==> src/rtl/pll_rst_ctrl.sv <==
// PLL reset sequencer.
// Holds the PLL in reset, waits for a filtered lock and then releases the
// downstream reset. A lock that never settles is retried a limited number
// of times before the block parks in FAIL. A lock loss while running
// restarts the sequence.
//
// state     | meaning
// ----------+------------------------------------------------------------
// RESET     | pll_rst high for RST_CYCLES cycles
// WAIT_LOCK | pll_rst low, qualifying lock against the filter and timeout
// RUN       | locked, downstream reset released
// FAIL      | retries exhausted, PLL held in reset until soft_rst_req/rst_n
module pll_rst_ctrl #(
    parameter int unsigned RST_CYCLES   = 64,
    parameter int unsigned LOCK_FILTER  = 16,
    parameter int unsigned LOCK_TIMEOUT = 50000,
    parameter int unsigned MAX_RETRY    = 3
) (
    input  logic       clk,
    input  logic       rst_n,
    input  logic       pll_lock,
    input  logic       soft_rst_req,
    output logic       pll_rst,
    output logic       sys_rst_n,
    output logic       lock_lost,
    output logic       fail,
    output logic [1:0] retry_cnt,
    output logic [7:0] loss_cnt,
    output logic [1:0] state
);

    localparam logic [1:0] ST_RESET     = 2'd0;
    localparam logic [1:0] ST_WAIT_LOCK = 2'd1;
    localparam logic [1:0] ST_RUN       = 2'd2;
    localparam logic [1:0] ST_FAIL      = 2'd3;

    // Terminal values: each decision fires on the last counted cycle so the
    // counters never step past their limit.
    localparam logic [15:0] RST_LAST   = 16'(RST_CYCLES - 1);
    localparam logic [15:0] FILT_LAST  = 16'(LOCK_FILTER - 1);
    localparam logic [15:0] TMO_LAST   = 16'(LOCK_TIMEOUT - 1);
    localparam logic [1:0]  RETRY_MAX  = 2'(MAX_RETRY);

    logic        lock_meta_q;
    logic        lock_s_q;

    logic [1:0]  state_q,     state_d;
    logic [15:0] rst_cnt_q,   rst_cnt_d;
    logic [15:0] filt_cnt_q,  filt_cnt_d;
    logic [15:0] tmo_cnt_q,   tmo_cnt_d;
    logic [1:0]  retry_q,     retry_d;
    logic [7:0]  loss_q,      loss_d;
    logic        lock_lost_q, lock_lost_d;
    logic        pll_rst_q,   pll_rst_d;
    logic        sys_rst_n_q, sys_rst_n_d;
    logic        fail_q,      fail_d;

    // Two-flop synchronizer for the asynchronous lock indication.
    always_ff @(posedge clk or negedge rst_n) begin
        if (!rst_n) begin
            lock_meta_q <= 1'b0;
            lock_s_q    <= 1'b0;
        end else begin
            lock_meta_q <= pll_lock;
            lock_s_q    <= lock_meta_q;
        end
    end

    // Next-state, counter and output decode; counters drop to zero whenever
    // the state is left, so every WAIT_LOCK/RESET entry starts clean.
    always_comb begin
        state_d     = state_q;
        rst_cnt_d   = 16'd0;
        filt_cnt_d  = 16'd0;
        tmo_cnt_d   = 16'd0;
        retry_d     = retry_q;
        loss_d      = loss_q;
        lock_lost_d = 1'b0;

        if (soft_rst_req) begin
            state_d = ST_RESET;
            retry_d = 2'd0;
        end else begin
            case (state_q)
                ST_RESET: begin
                    if (rst_cnt_q == RST_LAST) begin
                        state_d = ST_WAIT_LOCK;
                    end else begin
                        rst_cnt_d = rst_cnt_q + 16'd1;
                    end
                end
                ST_WAIT_LOCK: begin
                    // Filter completion is tested first so it wins a tie
                    // with the timeout.
                    if (lock_s_q && (filt_cnt_q == FILT_LAST)) begin
                        state_d = ST_RUN;
                        retry_d = 2'd0;
                    end else if (tmo_cnt_q == TMO_LAST) begin
                        if (retry_q == RETRY_MAX) begin
                            state_d = ST_FAIL;
                        end else begin
                            state_d = ST_RESET;
                            retry_d = retry_q + 2'd1;
                        end
                    end else begin
                        filt_cnt_d = lock_s_q ? (filt_cnt_q + 16'd1) : 16'd0;
                        tmo_cnt_d  = tmo_cnt_q + 16'd1;
                    end
                end
                ST_RUN: begin
                    if (!lock_s_q) begin
                        state_d     = ST_RESET;
                        lock_lost_d = 1'b1;
                        if (loss_q != 8'hFF) begin
                            loss_d = loss_q + 8'd1;
                        end
                    end
                end
                ST_FAIL: begin
                    state_d = ST_FAIL;
                end
                default: begin
                    state_d = ST_RESET;
                end
            endcase
        end

        // Outputs follow the state being entered so they line up with it.
        pll_rst_d   = (state_d == ST_RESET) || (state_d == ST_FAIL);
        sys_rst_n_d = (state_d == ST_RUN);
        fail_d      = (state_d == ST_FAIL);
    end

    // State, counter and registered-output flops.
    always_ff @(posedge clk or negedge rst_n) begin
        if (!rst_n) begin
            state_q     <= ST_RESET;
            rst_cnt_q   <= 16'd0;
            filt_cnt_q  <= 16'd0;
            tmo_cnt_q   <= 16'd0;
            retry_q     <= 2'd0;
            loss_q      <= 8'd0;
            lock_lost_q <= 1'b0;
            pll_rst_q   <= 1'b1;
            sys_rst_n_q <= 1'b0;
            fail_q      <= 1'b0;
        end else begin
            state_q     <= state_d;
            rst_cnt_q   <= rst_cnt_d;
            filt_cnt_q  <= filt_cnt_d;
            tmo_cnt_q   <= tmo_cnt_d;
            retry_q     <= retry_d;
            loss_q      <= loss_d;
            lock_lost_q <= lock_lost_d;
            pll_rst_q   <= pll_rst_d;
            sys_rst_n_q <= sys_rst_n_d;
            fail_q      <= fail_d;
        end
    end

    assign pll_rst   = pll_rst_q;
    assign sys_rst_n = sys_rst_n_q;
    assign lock_lost = lock_lost_q;
    assign fail      = fail_q;
    assign retry_cnt = retry_q;
    assign loss_cnt  = loss_q;
    assign state     = state_q;

endmodule

==> config.mk <==
export PLATFORM = sky130hd
export DESIGN_NAME = pll_rst_ctrl
export DESIGN_NICKNAME = d
export VERILOG_FILES = /design/src/rtl/pll_rst_ctrl.sv
export SDC_FILE = /design/constraint.sdc
export NUM_CORES = 1
export LEC_CHECK = 0
export CORE_MARGIN = 2
export CORE_UTILIZATION = 55
export DETAILED_ROUTE_END_ITERATION = 8
export GPL_ROUTABILITY_DRIVEN = 0
export PLACE_DENSITY = 0.85
export SYNTH_ARGS = -nofsm -noshare
export SYNTH_HDL_FRONTEND = slang
export SYNTH_SLANG_ARGS = --single-unit
==> constraint.sdc <==
create_clock -name clk -period 6.1 [get_ports clk]
set_input_delay 1.525 -clock clk [delete_from_list [all_inputs] [get_ports clk]]
set_output_delay 1.525 -clock clk [all_outputs]
set_load 0.01 [all_outputs]
==> results of run 1 <==
[critical path, delay by kind of cell]
kind            cells  cell delay, ns
compound gates      1            0.28
buf+inv             1            0.62
xor+xnor            1            0.17
simple gates        3            0.84
[power groups by stage]
stage	sequential, uW	clock, uW	combinational, uW
2_1_floorplan	450	0	5.55
3_3_place_gp	450	0	16.9
3_5_place_dp	450	0	17.0
4_1_cts	442	397	17.1
5_1_grt	442	416	18.9
6_report	442	387	16.2
[through the flow]
step	hold WS (ns)	worst slack (ns)	util	total power, uW
after CTS	0.3566	2.904	0.6537	856.4
after global placement	0.3420	2.685	0.6144	467.2
after floorplan	0.3312	3.450	-	455.5
after global routing	0.3622	2.727	0.6537	877.7
after detailed placement	0.3418	2.587	0.6144	467.5
final	0.3534	2.902	0.6537	845.5
[final cells by class]
cell class,instances,area (um2)
multi-input cells,228,1421
repair buffers,20,192.7
well taps,72,90.09
clock buffers,15,186.4
flip-flops and latches,66,1653
fillers,413,1907
inverters,7,26.28
clock inverters,1,30.03
[Yosys cell counts (all sizes together), types with 4 or more instances]
cell	instances
xnor2	24
inv	7
xor2	25
nor3b	4
nand2	19
nor2	66
nand3	22
nand4	13
and3	7
nor3	8
ha	5
a21oi	5
dfrtp	65
[flip-flops by register name, indices dropped and copies added, names as in the netlist]
signal,cells
fail,1
pll_rst,1
rst_cnt_q,16
lock_lost,1
sys_rst_n,1
lock_meta_q,1
loss_cnt,8
tmo_cnt_q,16
retry_cnt,2
filt_cnt_q,16
lock_s_q,1
state,2
[per-layer routing]
metal  routed length (um)  track usage  vias to the layer above
li1                     -            -                     1094
met1                 2519       0.2555                     1074
met2                 2386       0.2907                       51
met3                  256      0.05341                       12
met4                  112      0.09828                        0
met5                    0            0                        -
[cells by family after synthesis]
family                   count (synthesis)  synth area share
AO/OA/AOI/OAI                           13           0.02965
buffers and inverters                   12           0.01563
flip-flops                              66            0.5292
AND/OR/NAND/NOR                        160            0.2644
XOR/XNOR                                49            0.1374
multiplexers                             1          0.003606
adder cells (fa/ha/maj)                  5           0.02003
[worst paths after layout]
kind                          startpoint             end  slack [ns]
max                         soft_rst_req     loss_cnt[5]        2.90
min                          lock_meta_q        lock_s_q        0.35
max reg2reg                filt_cnt_q[6]  filt_cnt_q[14]        3.81
min reg2reg                  lock_meta_q        lock_s_q        0.35
max in group asynchronous          rst_n   rst_cnt_q[13]        4.20
min in group asynchronous          rst_n    rst_cnt_q[4]        1.33
==> key figures, run 1 <==
Outcome
  • Status: complete, no violations

Critical path
  • R2r worst-path depth: 5
  • Critical path capture point type: flip-flop
  • Worst EP required: 6.35 ns
  • Critical Path Max Stage Delay: 0.62 ns
  • Max FO, Critical Path: 11
  • Slowest cell on crit path: clkdlybuf4s50_1
  • Worst path cell trace: clkdlybuf4s50_1, nor4b_1, o21a_1, nand4_1, nor2_1, xor2_1
  • Setup Crit Path Kind: input pin to flip-flop
  • Crit path DAT: 3.45 ns
  • Startpoint types: input pin

Placed design
  • Area after DPL: 0.003383 mm2
  • I/O Buffers: 19
  • Post-DP HPWL: 3524 um
  • Placed insts: 393

Floorplanning
  • Die W: 79.36 um
  • # IOs: 20
  • Core footprint: 0.005507 mm2
  • Die Ht: 79.36 um
  • Row count: 27
  • Die area: 0.006297 mm2
  • Initial core utilization: 0.5671

Synthesis
  • Synth Warn #: 0
  • Main area contributors after synthesis: dfrtp_1 (52%), nor2_1 (7.9%), xor2_1 (7.0%)
  • EDFF count, synth: 0
  • FFs w/ async S/R, synth: 1.000
  • Cell count after synthesis: 306
  • Syn Std Cell Area: 0.003123 mm2
  • Syn nets: 315
  • Yosys top cell area share: 0.5208
  • Count of different cell masters after synthesis: 40
  • Yosys top cell by area: dfrtp_1
  • Top_reg_cell synth: dfrtp_1
  • Syn_area_per_cell: 10.21 um2
  • Sequential cell area fraction in the yosys report: 0.5292
  • #FFs+latches synth: 66

Route
  • Vias post-DR: 2231
  • Antenna Violating Nets Remaining: 0
  • Iteration-0 DRC count of the detailed router: 133
  • Number of remaining DRC errors: 0
  • Via/cell ratio: 5.455
  • First-pass DRT Iterations: 4
  • Drt total wl: 5274 um
  • WL per Instance: 12.89 um

Hold path
  • Worst Hold Class: flip-flop to flip-flop
  • WHS Path Cells: 0

STA
  • Pins Over Slew Limit: 0
  • Worst Tran Pin Value: 0.8084 ns
  • RSZ-0062 raised after global routing: false
  • Final Cycle Share: 0.5242
  • Fmax achieved: 0.3127 GHz
  • Min cycle time layout: 3.198 ns
  • Final Hold Violating Endpoints: 0
  • Setup Skew: 0.007123 ns
  • Worst slew margin: 0.4611
  • Final setup viols: 0
  • Setup TNS: 0 ns

Layout
  • Layout cell share with drive strength beyond 1: 0.08309
  • Area Growth Syn to Fin: 15.26%
  • Commonest non-fill, non-tap cell in the layout: nor2_1
  • Final cell count without fillers: 409
  • Layout Nets: 341
  • Ant diodes: 0
  • Commonest non-fill, non-tap cells in the layout: nor2_1 (66), dfrtp_1 (65), xor2_1 (25), xnor2_1 (24), nand3_1 (21)
  • Final Cell Area: 0.003600 mm2

Global routing
  • Remaining global-route overflow: 0
  • GRT Overall Usage: 0.1927
  • Vias in the first global route: 2121
  • Initial antenna violation count: 0
  • Pin count of the biggest net entering global routing: 67
  • First-pass GRT wire length: 9308 um

Job
  • Max-cap violations: 0

Clock tree
  • PostCTS Resize Cnt: 0
  • Post CTS Setup Buffer Count: 0
  • Clock root buffer master: clkbuf_8
  • Bufs on Longest Clock Path: 2
  • CTS buffer count: 9
  • Skew-Pair Late Insertion Delay: 0.34 ns
  • CTS Hold Bufs: 0
  • Max H-tree Level: 3
  • Clock slew at reported path FFs: 0.06 ns
  • Clk sinks: 66
  • TritonCTS clock tree: done

Power and ir drop
  • Sequential power share: 0.523
  • Clk network pwr share: 0.458
  • Lkg Pwr: 0.001520 uW
  • NetSw: 167.5 uW
  • Sw Ratio: 0.1981
  • Comb pwr share: 0.019
  • Int Pwr: 677.9 uW
  • Power per cell area: 234.9 mW/mm2
  • Peak VDD IR: 0.0001296 V
Note: power is estimated with default switching activity, not from simulation.
==> inputs of run 2 (changes only) <==
- CORE_UTILIZATION: 55 -> 53
- clock period: 6.1 -> 2.93 ns (I/O delays scaled with it)
==> run 2 against run 1 <==
Effect of this change: routed wire length increased by 9.8%; largest cell class unchanged; design area grew 1.1%; largest power group unchanged; critical endpoint is now tmo_cnt_q[3]; global-route usage grew 1.3 points; clock power rose by 120%; clock skew rose by 0.0039 ns; worst setup slack lost 2.3 ns; sequential power increased by 110%; non-clock buffer count grew 2; final cell count rose by 0.49%; first-iteration DRC count is 31% higher; worst hold slack about the same.
==> key figures, run 2 (synthesis results as in run 1) <==
Clock tree
  • Clk sinks: 66 (unchanged)
  • Skew-Pair Late Insertion Delay: 0.35 ns (about the same)
  • Clock slew at reported path FFs: 0.07 ns (about the same)
  • Bufs on Longest Clock Path: 2 (unchanged)
  • CTS Hold Bufs: 0 (unchanged)
  • Clock root buffer master: clkbuf_8
  • TritonCTS clock tree: done
  • CTS buffer count: 9 (unchanged)
  • Post CTS Setup Buffer Count: 0 (unchanged)
  • PostCTS Resize Cnt: 0 (unchanged)
  • Max H-tree Level: 3 (unchanged)

Route
  • WL per Instance: 14.09 um (+9.3%)
  • Iteration-0 DRC count of the detailed router: 174 (+31%)
  • Vias post-DR: 2262 (+1.4%)
  • Drt total wl: 5792 um (+9.8%)
  • Via/cell ratio: 5.504 (+0.90%)
  • First-pass DRT Iterations: 4 (unchanged)
  • Antenna Violating Nets Remaining: 0 (unchanged)
  • Number of remaining DRC errors: 0 (unchanged)

STA
  • Final Hold Violating Endpoints: 0 (unchanged)
  • Fmax achieved: 0.4279 GHz
  • Worst Tran Pin Value: 0.6383 ns (-0.1701 ns)
  • Setup TNS: 0 ns (unchanged)
  • Setup Skew: 0.01101 ns (+0.003887 ns)
  • Min cycle time layout: 2.337 ns
  • RSZ-0062 raised after global routing: false
  • Final setup viols: 0 (unchanged)
  • Final Cycle Share: 0.7977
  • Worst slew margin: 0.5745 (+0.1134)
  • Pins Over Slew Limit: 0 (unchanged)

Layout
  • Ant diodes: 0 (unchanged)
  • Top Registers: filt_cnt_q (16), rst_cnt_q (16), tmo_cnt_q (16)
  • Layout Nets: 343 (+0.59%)
  • Final Cell Area: 0.003638 mm2 (+1.1%)
  • Commonest non-fill, non-tap cells in the layout: nor2_1 (66), dfrtp_1 (65), xor2_1 (25), xnor2_1 (24), nand3_1 (21)
  • Final core utilization: 0.6488 (-0.004898)
  • Commonest non-fill, non-tap cell in the layout: nor2_1
  • Layout cell share with drive strength beyond 1: 0.09440 (+0.01131)
  • Area Growth Syn to Fin: 16.51%

Floorplanning
  • Die Ht: 80.76 um (+1.8%)
  • # IOs: 20 (unchanged)
  • Die W: 80.76 um (+1.8%)
  • Row count: 27 (unchanged)
  • Core footprint: 0.005608 mm2 (+1.8%)
  • Initial core utilization: 0.5569 (-0.01025)
  • Die area: 0.006522 mm2 (+3.6%)

Power and ir drop
  • Lkg Pwr: 0.001524 uW (+0.28%)
  • Pwr Total: 1824 uW (+120%)
  • Peak VDD IR: 0.0003341 V (+160%)
  • Power per cell area: 501.3 mW/mm2 (+110%)

Critical path
  • Setup Crit Path Kind: flip-flop to flip-flop
  • Max FO, Critical Path: 16 (+5)
  • CP startpoint: filt_cnt_q[6]
  • Startpoint types: flip-flop
  • RR Startpoint: filt_cnt_q[6]
  • Critical path capture point type: flip-flop
  • Worst EP required: 3.13 ns (-3.22 ns)
  • Crit path DAT: 2.54 ns (-0.91 ns)

Hold path
  • Min-delay src: lock_meta_q
  • Worst Hold Class: flip-flop to flip-flop

Global routing
  • GRT Overall Usage: 0.2057 (+0.01297)
  • Pin count of the biggest net entering global routing: 39 (-42%)
  • First-pass GRT wire length: 10180 um (+9.4%)
  • Initial antenna violation count: 0 (unchanged)
  • Vias in the first global route: 2234 (+5.3%)
  • Remaining global-route overflow: 0 (unchanged)

Job
  • Max-cap violations: 0 (unchanged)

Placed design
  • Area after DPL: 0.003411 mm2 (+0.81%)
  • Post-DP HPWL: 3868 um (+9.7%)
  • I/O Buffers: 19 (unchanged)

Outcome
  • Status: complete, no violations
==> run 2: cell count changes in the layout (fill, tap and decap cells not counted) <==
cell        previous run  this run
clkinvlp_4             0         4
clkbuf_8              13        10
clkbuf_1               2         0
buf_12                 0         1
buf_4                  1         2
bufinv_16              1         2
==> run 2: report_power, final <==
part           switching, uW  internal, uW
clock                    365           502
combinational           26.8          10.9
sequential              4.46           915
==> run 2: cell type report <==
type | instances | area (um2)
Clock buffer | 10 | 137.6
Inverter | 7 | 26.28
Tap cell | 72 | 90.09
Fill cell | 433 | 1969
Multi-Input combinational cell | 228 | 1421
Timing Repair Buffer | 22 | 220.2
Clock inverter | 6 | 90.09
Sequential cell | 66 | 1653
==> run 2: critical path, cell delays in order (launching register included) <==
cell	delay [ns]
dfrtp_1	0.42
or4_1	0.53
nor3_1	0.33
nand3_1	0.26
nand3_1	0.52
nor2_1	0.13
==> run 2: routing by layer <==
metal	track usage	part of all wire	vias up
met5	0	0	-
met4	0.06949	0.0098	0
met3	0.06444	0.039	5
met2	0.3275	0.49	43
met1	0.2689	0.46	1120
li1	-	-	1094
==> run 2: final timing paths <==
check	end	slack, ns	depth (start not counted)
max	tmo_cnt_q[3]	0.59	5
min	lock_s_q	0.35	0
max reg2reg	tmo_cnt_q[3]	0.59	5
min reg2reg	lock_s_q	0.35	0
max in group asynchronous	filt_cnt_q[13]	1.91	2
min in group asynchronous	rst_cnt_q[4]	0.40	1
==> run 2: per-stage QoR <==
step	hold slack [ns]	instances	setup WS, ns
after CTS	0.3567	411	0.6295
after global placement	0.3350	395	0.5276
after floorplan	0.3312	306	0.9511
final	0.3531	411	0.5928
after detailed placement	0.3403	395	0.4385
after global routing	0.3564	411	0.4003
